### src/rtl/sp2ins_decoder_pkg.sv
// sp2ins_decoder_pkg
// Definitions shared by the spike-to-instruction decoder and the matching
// ins2sp encoder:
//   - frame header bit offsets, relative to the payload width N
//       [N+10] sof, [N+9] eof, [N+8:N+6] field id, [N+5:N] chunk index
//   - field id constants
//   - FSM state encoding
// Related build option: SP2INS_ERRCNT_EN (see sp2ins_decoder.sv).
package sp2ins_decoder_pkg;

  localparam int HDR_W         = 11;
  localparam int SOF_OFS       = 10;
  localparam int EOF_OFS       = 9;
  localparam int FID_MSB_OFS   = 8;
  localparam int FID_LSB_OFS   = 6;
  localparam int CHUNK_MSB_OFS = 5;
  localparam int CHUNK_LSB_OFS = 0;

  localparam int FID_W      = FID_MSB_OFS - FID_LSB_OFS + 1;
  localparam int CHUNK_W    = CHUNK_MSB_OFS - CHUNK_LSB_OFS + 1;
  localparam int NUM_FIELDS = 6;

  localparam logic [FID_W-1:0] FID_RS1   = 3'd0;
  localparam logic [FID_W-1:0] FID_RS2   = 3'd1;
  localparam logic [FID_W-1:0] FID_RDIDX = 3'd2;
  localparam logic [FID_W-1:0] FID_INFO  = 3'd3;
  localparam logic [FID_W-1:0] FID_PC    = 3'd4;
  localparam logic [FID_W-1:0] FID_IMM   = 3'd5;

  typedef enum logic [1:0] {
    IDLE    = 2'd0,
    COLLECT = 2'd1,
    HOLD    = 2'd2
  } state_t;

  // Ids 6 and 7 do not name a field.
  function automatic logic fid_legal(input logic [FID_W-1:0] fid);
    return fid <= FID_IMM;
  endfunction

endpackage

### src/rtl/sp2ins_decoder_if.sv
// sp2ins_decoder_if
// Bundles the spike-frame input stream and the operand-record output of the
// decoder.
//   slave  : the decoder (accepts frames, presents records)
//   master : the environment (sends frames, consumes records)
// Signals:
//   i_sp_valid/i_sp_ready/i_sp         frame stream, i_sp is N+11 bits
//   o_valid/o_ready                    record handshake
//   o_rs1 o_rs2 o_rdidx o_info o_pc o_imm   reassembled fields
//   o_seen                             per-field written mask
//   o_err                              protocol error pulse
//   o_err_cnt                          saturating error count, present only
//                                      when SP2INS_ERRCNT_EN is defined
interface sp2ins_decoder_if
  import sp2ins_decoder_pkg::*;
#(
  parameter int N           = 8,
  parameter int width_rs    = 32,
  parameter int width_rdidx = 5,
  parameter int width_info  = 32,
  parameter int width_pc    = 32,
  parameter int width_imm   = 32
);

  logic                    i_sp_valid;
  logic                    i_sp_ready;
  logic [N+HDR_W-1:0]      i_sp;
  logic                    o_valid;
  logic                    o_ready;
  logic [width_rs-1:0]     o_rs1;
  logic [width_rs-1:0]     o_rs2;
  logic [width_rdidx-1:0]  o_rdidx;
  logic [width_info-1:0]   o_info;
  logic [width_pc-1:0]     o_pc;
  logic [width_imm-1:0]    o_imm;
  logic [NUM_FIELDS-1:0]   o_seen;
  logic                    o_err;
`ifdef SP2INS_ERRCNT_EN
  logic [7:0]              o_err_cnt;
`endif

  modport slave (
    input  i_sp_valid, i_sp, o_ready,
    output i_sp_ready, o_valid, o_rs1, o_rs2, o_rdidx, o_info, o_pc, o_imm,
           o_seen, o_err
`ifdef SP2INS_ERRCNT_EN
    , output o_err_cnt
`endif
  );

  modport master (
    output i_sp_valid, i_sp, o_ready,
    input  i_sp_ready, o_valid, o_rs1, o_rs2, o_rdidx, o_info, o_pc, o_imm,
           o_seen, o_err
`ifdef SP2INS_ERRCNT_EN
    , input o_err_cnt
`endif
  );

endinterface

### src/rtl/sp2ins_field_reg.sv
// sp2ins_field_reg
// One W-bit operand holding register written N bits at a time.
//   clk, rst  clock, async active-high reset
//   clr       zero the register (a write in the same cycle lands on top)
//   wr_en     write payload into bits [chunk*N +: N]
//   chunk     chunk index
//   payload   N-bit data
//   q         register contents
//   oor       chunk starts at or beyond W; such a write is ignored
module sp2ins_field_reg
  import sp2ins_decoder_pkg::*;
#(
  parameter int W = 32,
  parameter int N = 8
) (
  input  logic               clk,
  input  logic               rst,
  input  logic               clr,
  input  logic               wr_en,
  input  logic [CHUNK_W-1:0] chunk,
  input  logic [N-1:0]       payload,
  output logic [W-1:0]       q,
  output logic               oor
);

  logic [31:0]  base;
  logic [W-1:0] data_sh;
  logic [W-1:0] mask_sh;
  logic [W-1:0] q_next;

  assign base = 32'(chunk) * 32'(N);
  assign oor  = base >= 32'(W);

  // Shifting inside a W-bit vector drops payload bits past the field top.
  assign data_sh = W'(payload) << base;
  assign mask_sh = W'({N{1'b1}}) << base;

  always_comb begin
    q_next = clr ? '0 : q;
    if (wr_en && !oor) begin
      q_next = (q_next & ~mask_sh) | data_sh;
    end
  end

  always_ff @(posedge clk or posedge rst) begin
    if (rst) begin
      q <= '0;
    end else begin
      q <= q_next;
    end
  end

endmodule

### src/rtl/sp2ins_decoder.sv
// sp2ins_decoder
// Receives spike frames and reassembles one dispatched-instruction operand
// record (rs1, rs2, rdidx, info, pc, imm) per sof..eof packet.
//   clk, rst  clock, async active-high reset
//   bus       sp2ins_decoder_if.slave: frame stream in, record out, o_seen,
//             o_err pulse and, when SP2INS_ERRCNT_EN is defined, a
//             saturating 8-bit o_err_cnt
// A record is held in HOLD until taken; no frame is accepted meanwhile.
module sp2ins_decoder
  import sp2ins_decoder_pkg::*;
#(
  parameter int N           = 8,
  parameter int width_rs    = 32,
  parameter int width_rdidx = 5,
  parameter int width_info  = 32,
  parameter int width_pc    = 32,
  parameter int width_imm   = 32
) (
  input logic clk,
  input logic rst,
  sp2ins_decoder_if.slave bus
);

  logic                  sof, eof;
  logic [FID_W-1:0]      fid;
  logic [CHUNK_W-1:0]    chunk;
  logic [N-1:0]          payload;

  state_t                state, state_next;
  logic                  ready_q, valid_q, err_q;
  logic [NUM_FIELDS-1:0] seen_q, oor, wr_en;
  logic                  accept, clr_all, do_write, err_now, sel_oor, fid_ok;

  logic [width_rs-1:0]    rs1_q, rs2_q;
  logic [width_rdidx-1:0] rdidx_q;
  logic [width_info-1:0]  info_q;
  logic [width_pc-1:0]    pc_q;
  logic [width_imm-1:0]   imm_q;

  assign sof     = bus.i_sp[N+SOF_OFS];
  assign eof     = bus.i_sp[N+EOF_OFS];
  assign fid     = bus.i_sp[N+FID_MSB_OFS:N+FID_LSB_OFS];
  assign chunk   = bus.i_sp[N+CHUNK_MSB_OFS:N+CHUNK_LSB_OFS];
  assign payload = bus.i_sp[N-1:0];
  assign accept  = bus.i_sp_valid & ready_q;

  // Frame decode: a sof frame always restarts the record, sof/eof steer the
  // FSM even when the frame's own write is rejected.
  always_comb begin
    state_next = state;
    clr_all    = 1'b0;
    do_write   = 1'b0;
    err_now    = 1'b0;
    fid_ok     = fid_legal(fid);
    sel_oor    = 1'b0;
    wr_en      = '0;
    for (int k = 0; k < NUM_FIELDS; k++) begin
      if (fid == FID_W'(k)) sel_oor = oor[k];
    end
    case (state)
      IDLE: begin
        if (accept) begin
          if (sof) begin
            clr_all    = 1'b1;
            do_write   = 1'b1;
            err_now    = !fid_ok || sel_oor;
            state_next = eof ? HOLD : COLLECT;
          end else begin
            err_now = 1'b1;
          end
        end
      end
      COLLECT: begin
        if (accept) begin
          clr_all    = sof;
          do_write   = 1'b1;
          err_now    = sof || !fid_ok || sel_oor;
          state_next = eof ? HOLD : COLLECT;
        end
      end
      HOLD: begin
        if (bus.o_ready) state_next = IDLE;
      end
      default: state_next = IDLE;
    endcase
    for (int k = 0; k < NUM_FIELDS; k++) begin
      wr_en[k] = do_write && fid_ok && !sel_oor && (fid == FID_W'(k));
    end
  end

  // Ready and valid are registered copies of the next state so neither has a
  // combinational path from the handshake inputs.
  always_ff @(posedge clk or posedge rst) begin
    if (rst) begin
      state   <= IDLE;
      ready_q <= 1'b1;
      valid_q <= 1'b0;
      err_q   <= 1'b0;
      seen_q  <= '0;
    end else begin
      state   <= state_next;
      ready_q <= (state_next != HOLD);
      valid_q <= (state_next == HOLD);
      err_q   <= err_now;
      seen_q  <= (clr_all ? '0 : seen_q) | wr_en;
    end
  end

`ifdef SP2INS_ERRCNT_EN
  logic [7:0] err_cnt_q;

  // Counts alongside o_err and sticks at 255.
  always_ff @(posedge clk or posedge rst) begin
    if (rst) begin
      err_cnt_q <= 8'd0;
    end else if (err_now && err_cnt_q != 8'hFF) begin
      err_cnt_q <= err_cnt_q + 8'd1;
    end
  end

  assign bus.o_err_cnt = err_cnt_q;
`endif

  sp2ins_field_reg #(.W(width_rs), .N(N)) u_rs1 (
    .clk(clk), .rst(rst), .clr(clr_all), .wr_en(wr_en[FID_RS1]),
    .chunk(chunk), .payload(payload), .q(rs1_q), .oor(oor[FID_RS1])
  );
  sp2ins_field_reg #(.W(width_rs), .N(N)) u_rs2 (
    .clk(clk), .rst(rst), .clr(clr_all), .wr_en(wr_en[FID_RS2]),
    .chunk(chunk), .payload(payload), .q(rs2_q), .oor(oor[FID_RS2])
  );
  sp2ins_field_reg #(.W(width_rdidx), .N(N)) u_rdidx (
    .clk(clk), .rst(rst), .clr(clr_all), .wr_en(wr_en[FID_RDIDX]),
    .chunk(chunk), .payload(payload), .q(rdidx_q), .oor(oor[FID_RDIDX])
  );
  sp2ins_field_reg #(.W(width_info), .N(N)) u_info (
    .clk(clk), .rst(rst), .clr(clr_all), .wr_en(wr_en[FID_INFO]),
    .chunk(chunk), .payload(payload), .q(info_q), .oor(oor[FID_INFO])
  );
  sp2ins_field_reg #(.W(width_pc), .N(N)) u_pc (
    .clk(clk), .rst(rst), .clr(clr_all), .wr_en(wr_en[FID_PC]),
    .chunk(chunk), .payload(payload), .q(pc_q), .oor(oor[FID_PC])
  );
  sp2ins_field_reg #(.W(width_imm), .N(N)) u_imm (
    .clk(clk), .rst(rst), .clr(clr_all), .wr_en(wr_en[FID_IMM]),
    .chunk(chunk), .payload(payload), .q(imm_q), .oor(oor[FID_IMM])
  );

  assign bus.i_sp_ready = ready_q;
  assign bus.o_valid    = valid_q;
  assign bus.o_err      = err_q;
  assign bus.o_seen     = seen_q;
  assign bus.o_rs1      = rs1_q;
  assign bus.o_rs2      = rs2_q;
  assign bus.o_rdidx    = rdidx_q;
  assign bus.o_info     = info_q;
  assign bus.o_pc       = pc_q;
  assign bus.o_imm      = imm_q;

endmodule

### src/flat_wrapper.sv
// flat-port wrapper written by rule: the top's interface ports become plain ports
module sp2ins_decoder_flat import sp2ins_decoder_pkg::*;
#(
  parameter int N           = 8,
  parameter int width_rs    = 32,
  parameter int width_rdidx = 5,
  parameter int width_info  = 32,
  parameter int width_pc    = 32,
  parameter int width_imm   = 32
)
  (clk, rst, bus_i_sp_valid, bus_i_sp, bus_o_ready, bus_i_sp_ready, bus_o_valid, bus_o_rs1, bus_o_rs2, bus_o_rdidx, bus_o_info, bus_o_pc, bus_o_imm, bus_o_seen, bus_o_err);
  sp2ins_decoder_if #(.N(N), .width_rs(width_rs), .width_rdidx(width_rdidx), .width_info(width_info), .width_pc(width_pc), .width_imm(width_imm)) bus_i ();
  input logic clk;
  input logic rst;
  input wire logic [$bits(bus_i.i_sp_valid)-1:0] bus_i_sp_valid;
  input wire logic [$bits(bus_i.i_sp)-1:0] bus_i_sp;
  input wire logic [$bits(bus_i.o_ready)-1:0] bus_o_ready;
  output wire logic [$bits(bus_i.i_sp_ready)-1:0] bus_i_sp_ready;
  output wire logic [$bits(bus_i.o_valid)-1:0] bus_o_valid;
  output wire logic [$bits(bus_i.o_rs1)-1:0] bus_o_rs1;
  output wire logic [$bits(bus_i.o_rs2)-1:0] bus_o_rs2;
  output wire logic [$bits(bus_i.o_rdidx)-1:0] bus_o_rdidx;
  output wire logic [$bits(bus_i.o_info)-1:0] bus_o_info;
  output wire logic [$bits(bus_i.o_pc)-1:0] bus_o_pc;
  output wire logic [$bits(bus_i.o_imm)-1:0] bus_o_imm;
  output wire logic [$bits(bus_i.o_seen)-1:0] bus_o_seen;
  output wire logic [$bits(bus_i.o_err)-1:0] bus_o_err;
  assign bus_i.i_sp_valid = bus_i_sp_valid;
  assign bus_i.i_sp = bus_i_sp;
  assign bus_i.o_ready = bus_o_ready;
  assign bus_i_sp_ready = bus_i.i_sp_ready;
  assign bus_o_valid = bus_i.o_valid;
  assign bus_o_rs1 = bus_i.o_rs1;
  assign bus_o_rs2 = bus_i.o_rs2;
  assign bus_o_rdidx = bus_i.o_rdidx;
  assign bus_o_info = bus_i.o_info;
  assign bus_o_pc = bus_i.o_pc;
  assign bus_o_imm = bus_i.o_imm;
  assign bus_o_seen = bus_i.o_seen;
  assign bus_o_err = bus_i.o_err;
  sp2ins_decoder #(.N(N), .width_rs(width_rs), .width_rdidx(width_rdidx), .width_info(width_info), .width_pc(width_pc), .width_imm(width_imm)) u_core (.clk(clk), .rst(rst), .bus(bus_i));
endmodule
### config.mk
export PLATFORM = sky130hd
export DESIGN_NAME = sp2ins_decoder_flat
export DESIGN_NICKNAME = d
export VERILOG_FILES = /design/src/rtl/sp2ins_decoder_pkg.sv /design/src/rtl/sp2ins_decoder_if.sv /design/src/rtl/sp2ins_field_reg.sv /design/src/rtl/sp2ins_decoder.sv /design/src/flat_wrapper.sv
export SDC_FILE = /design/constraint.sdc
export NUM_CORES = 1
export LEC_CHECK = 0
export CORE_AREA = 2 2 141 143
export CTS_CLUSTER_SIZE = 25
export DETAILED_ROUTE_END_ITERATION = 12
export DIE_AREA = 0 0 143 145
export PLACE_DENSITY = 0.66
export SLEW_MARGIN = 40
export SYNTH_ARGS = -nofsm -noshare
export SYNTH_HDL_FRONTEND = slang
export SYNTH_SLANG_ARGS = --single-unit
### constraint.sdc
create_clock -name clk -period 14.7 [get_ports clk]
set_clock_uncertainty 0.05 [all_clocks]
set_input_delay 4.41 -clock clk [delete_from_list [all_inputs] [get_ports clk]]
set_output_delay 4.41 -clock clk [all_outputs]
set_load 0.005 [all_outputs]
==> results by group <==
Timing
  • Relative slew slack: 0.4813
  • RSZ-0062 raised after global routing: no
  • Hold Fails Final Rpt: 0
  • Fin Setup TNS: 0 ps
  • Final Cycle Share: 0.4606
  • Max Clk Rate: ~150 MHz
  • Fin crit period: between 6000 and 7000 ps
  • Worst slew pin tran: 778.0 ps
  • WHS: about 430 ps
  • Final Max Tran Viols: 0
  • Final setup violation count: 0

Power
  • Leakage: about 0.0043 uW
  • Worst VDD drop: about 0.08 mV
  • Pwr/cell area: around 100 nW/um^2
  • Clk pwr share: 0.443
  • Pint: about 780 uW
  • Sw Ratio: 0.2447
  • Switching power total: ~250 uW
  • Sequential share of power: 0.479
  • Comb pwr share: 0.078

Clock network
  • Post-cts resize count: 0
  • Worst-Skew Late Latency: ~420 ps
  • Number of CTS-inserted buffers: 17
  • Clock root cell: clkbuf_16
  • Worst-path clk slew: 60 ps
  • Post-CTS Setup Bufs: 0
  • Clock sinks: 176
  • Clk buf depth: 2
  • CTS tree: done
  • H-tree levels: 4
  • # hold bufs at CTS: 0

Worst setup path
  • Delay-heaviest family, CP: simple AND/OR/NAND/NOR gates
  • CP max stage cell: or4b_4
  • Critical Path Max Stage Delay: ~580 ps
  • Startpoint types: primary input
  • CP Max Fanout: 23
  • Arrival time of the worst setup path: about 7000 ps
  • Critical Path, Cell by Cell: clkdlybuf4s50_1, or4_1, buf_4, or4b_4, nor2_1, o21ai_0
  • CP bufs+invs: 2
  • Required time worst endpoint: 14920 ps
  • Crit end category: flip-flop
  • WS Path Type: primary input to flip-flop

Detailed routing
  • Total Wirelength: about 23 mm
  • Vias after detailed routing: roughly 6.4k
  • DRC Markers: 0
  • DR iter-0 viols: about 510
  • Vias per cell: 5.046
  • Drt wl/cell: around 18 um
  • DR pass1 iterations: 5
  • Routed Antenna Nets: 0

Layout
  • Nets: approximately 1k
  • Layout cells sized above 1: 0.07540
  • Leading cell type in the layout, fill and taps excluded: nand2_1
  • Most frequent cells in the layout: 334 x nand2_1, 194 x clkdlybuf4s50_1, 175 x dfrtp_1
  • Number of diodes: 0
  • Util after Layout: 0.5389
  • Area Overhead vs Synth: 39.79%

Floorplan
  • I/O pin count: 197
  • Die ar.: between 20000 and 25000 sq um
  • Initial Util: 0.3855
  • Die X: around 140 um
  • Core Area: between 15000 and 20000 sq um
  • Die Span Y: 145 um
  • Number of cell rows: 51

Synthesis
  • Synthesis Warnings: 0
  • Post-Syn Area per Cell: about 9 sq um
  • Sequential area share after synthesis: 0.5950
  • Syn Inst Count: 818
  • Main synth FF type: dfrtp_1
  • EDFF count, synth: 0
  • Synth cell types: 35
  • Mapped Area: about 7400 sq um
  • Flops & latches, synth: 176
  • FFs w/ async S/R, synth: 1.000
  • Syn Nets: 841

Global routing
  • Initial antenna violation count: 0
  • First-pass GRT wire length: between 30 and 40 mm
  • Largest net degree at the start of global routing: 100
  • Gr ovfl total: 0
  • Number of global-route vias before repair: about 6.2k
  • GRT Total Usage: 0.2290

Placed design
  • Port Buffer Count: 196
  • DP HPWL: around 15 mm
  • Final Wtd Congestion: ~0.75

Outcome
  • Status: complete, no violations

Hold path
  • HP Class: flip-flop to flip-flop

Run
  • # Max-Cap Violations: 0
## cells in the mapped netlist, types with 4 or more instances
| cell type | number | share of area |
|---|---|---|
| nand2_1 | 335 | 0.17 |
| inv_1 | 10 | 0.0051 |
| nor4_2 | 18 | 0.030 |
| or4bb_1 | 4 | 0.0061 |
| dfrtp_1 | 175 | 0.59 |
| o21ai_0 | 150 | 0.10 |
| mux2i_1 | 8 | 0.011 |
| nor3_1 | 4 | 0.0027 |
| or4b_2 | 4 | 0.0054 |
| clkbuf_1 | 45 | 0.023 |
| nor2_1 | 18 | 0.0091 |
| o21ai_1 | 12 | 0.0081 |
## state kept, by name, summed over array words and instances, names as in the netlist, 2 cells and up
signal,count
u_core.bus.o_seen,6
u_core.state,2
u_core.u_imm.q,32
u_core.u_info.q,32
u_core.u_pc.q,32
u_core.u_rdidx.q,5
u_core.u_rs1.q,32
u_core.u_rs2.q,32
## area by class of cell
cell class / count / area [sq um]
Clock buffer: 25 / 495.5
Clock inverter: 7 / 101.3
Multi-Input combinational cell: 583 / 2928
Sequential cell: 176 / 4405
Timing Repair Buffer: 207 / 2044
Fill cell: 1744 / 8856
Inverter: 10 / 45.04
Tap cell: 265 / 331.6
## power groups by stage
stage	logic (uW)	registers (uW)	clock network, uW
floorplan	44.6	500	0
global placement	75.5	501	0
detailed placement	79.7	502	0
CTS	80.0	493	462
global route	87.8	493	488
finish	80.2	493	457
## layer usage
layer  wire length, um  share of wire  track usage  vias up
met2             11010           0.47       0.3502      217
met4               360          0.015      0.06535        0
met1             10500           0.45       0.3334     3125
met3              1451          0.062      0.04224       24
met5                 0              0            0        -
li1                  -              -            -     3058
## worst min-delay path, stage by stage (launching register included)
cell,delay [ps]
dfrtp_1,350
nand2_1,50
nand2_1,50
## per-stage QoR
stage / instances / power, uW / instance area (sq um) / worst slack (ps)
after floorplan: 818 / 544.7 / 7405 / 5468
after global placement: 1241 / 576.9 / 9609 / 7609
after detailed placement: 1241 / 581.6 / 9701 / 7530
after CTS: 1273 / 1035 / 10300 / 7971
after global routing: 1273 / 1069 / 10350 / 7800
final: 1273 / 1030 / 10350 / 7930
## cell families (layout without fill, tap and decap cells)
kind of cell | count (synthesis) | in the layout | synth area share
AO/OA/AOI/OAI | 169 | 169 | 0.1166
XOR/XNOR | 1 | 1 | 0.001183
buffers and inverters | 59 | 249 | 0.03126
flip-flops | 176 | 176 | 0.5950
multiplexers | 8 | 8 | 0.01081
AND/OR/NAND/NOR | 405 | 405 | 0.2452
## worst paths after layout
path	start	to	slack [ps]	depth (start not counted)
worst min register to register	u_core.bus.o_seen[4]	u_core.bus.o_seen[4]	430	2
worst max register to register	u_core.bus.i_sp_ready	u_core.u_rs1.q[7]	12230	5
max in group asynchronous	rst	u_core.u_pc.q[29]	8960	3
worst min-delay path	u_core.bus.o_seen[4]	u_core.bus.o_seen[4]	430	2
min in group asynchronous	rst	u_core.u_rs1.q[1]	4430	2
worst max-delay path	bus_i_sp[12]	u_core.u_rs1.q[7]	7930	6
No activity file was read; power rests on OpenSTA's default activity.
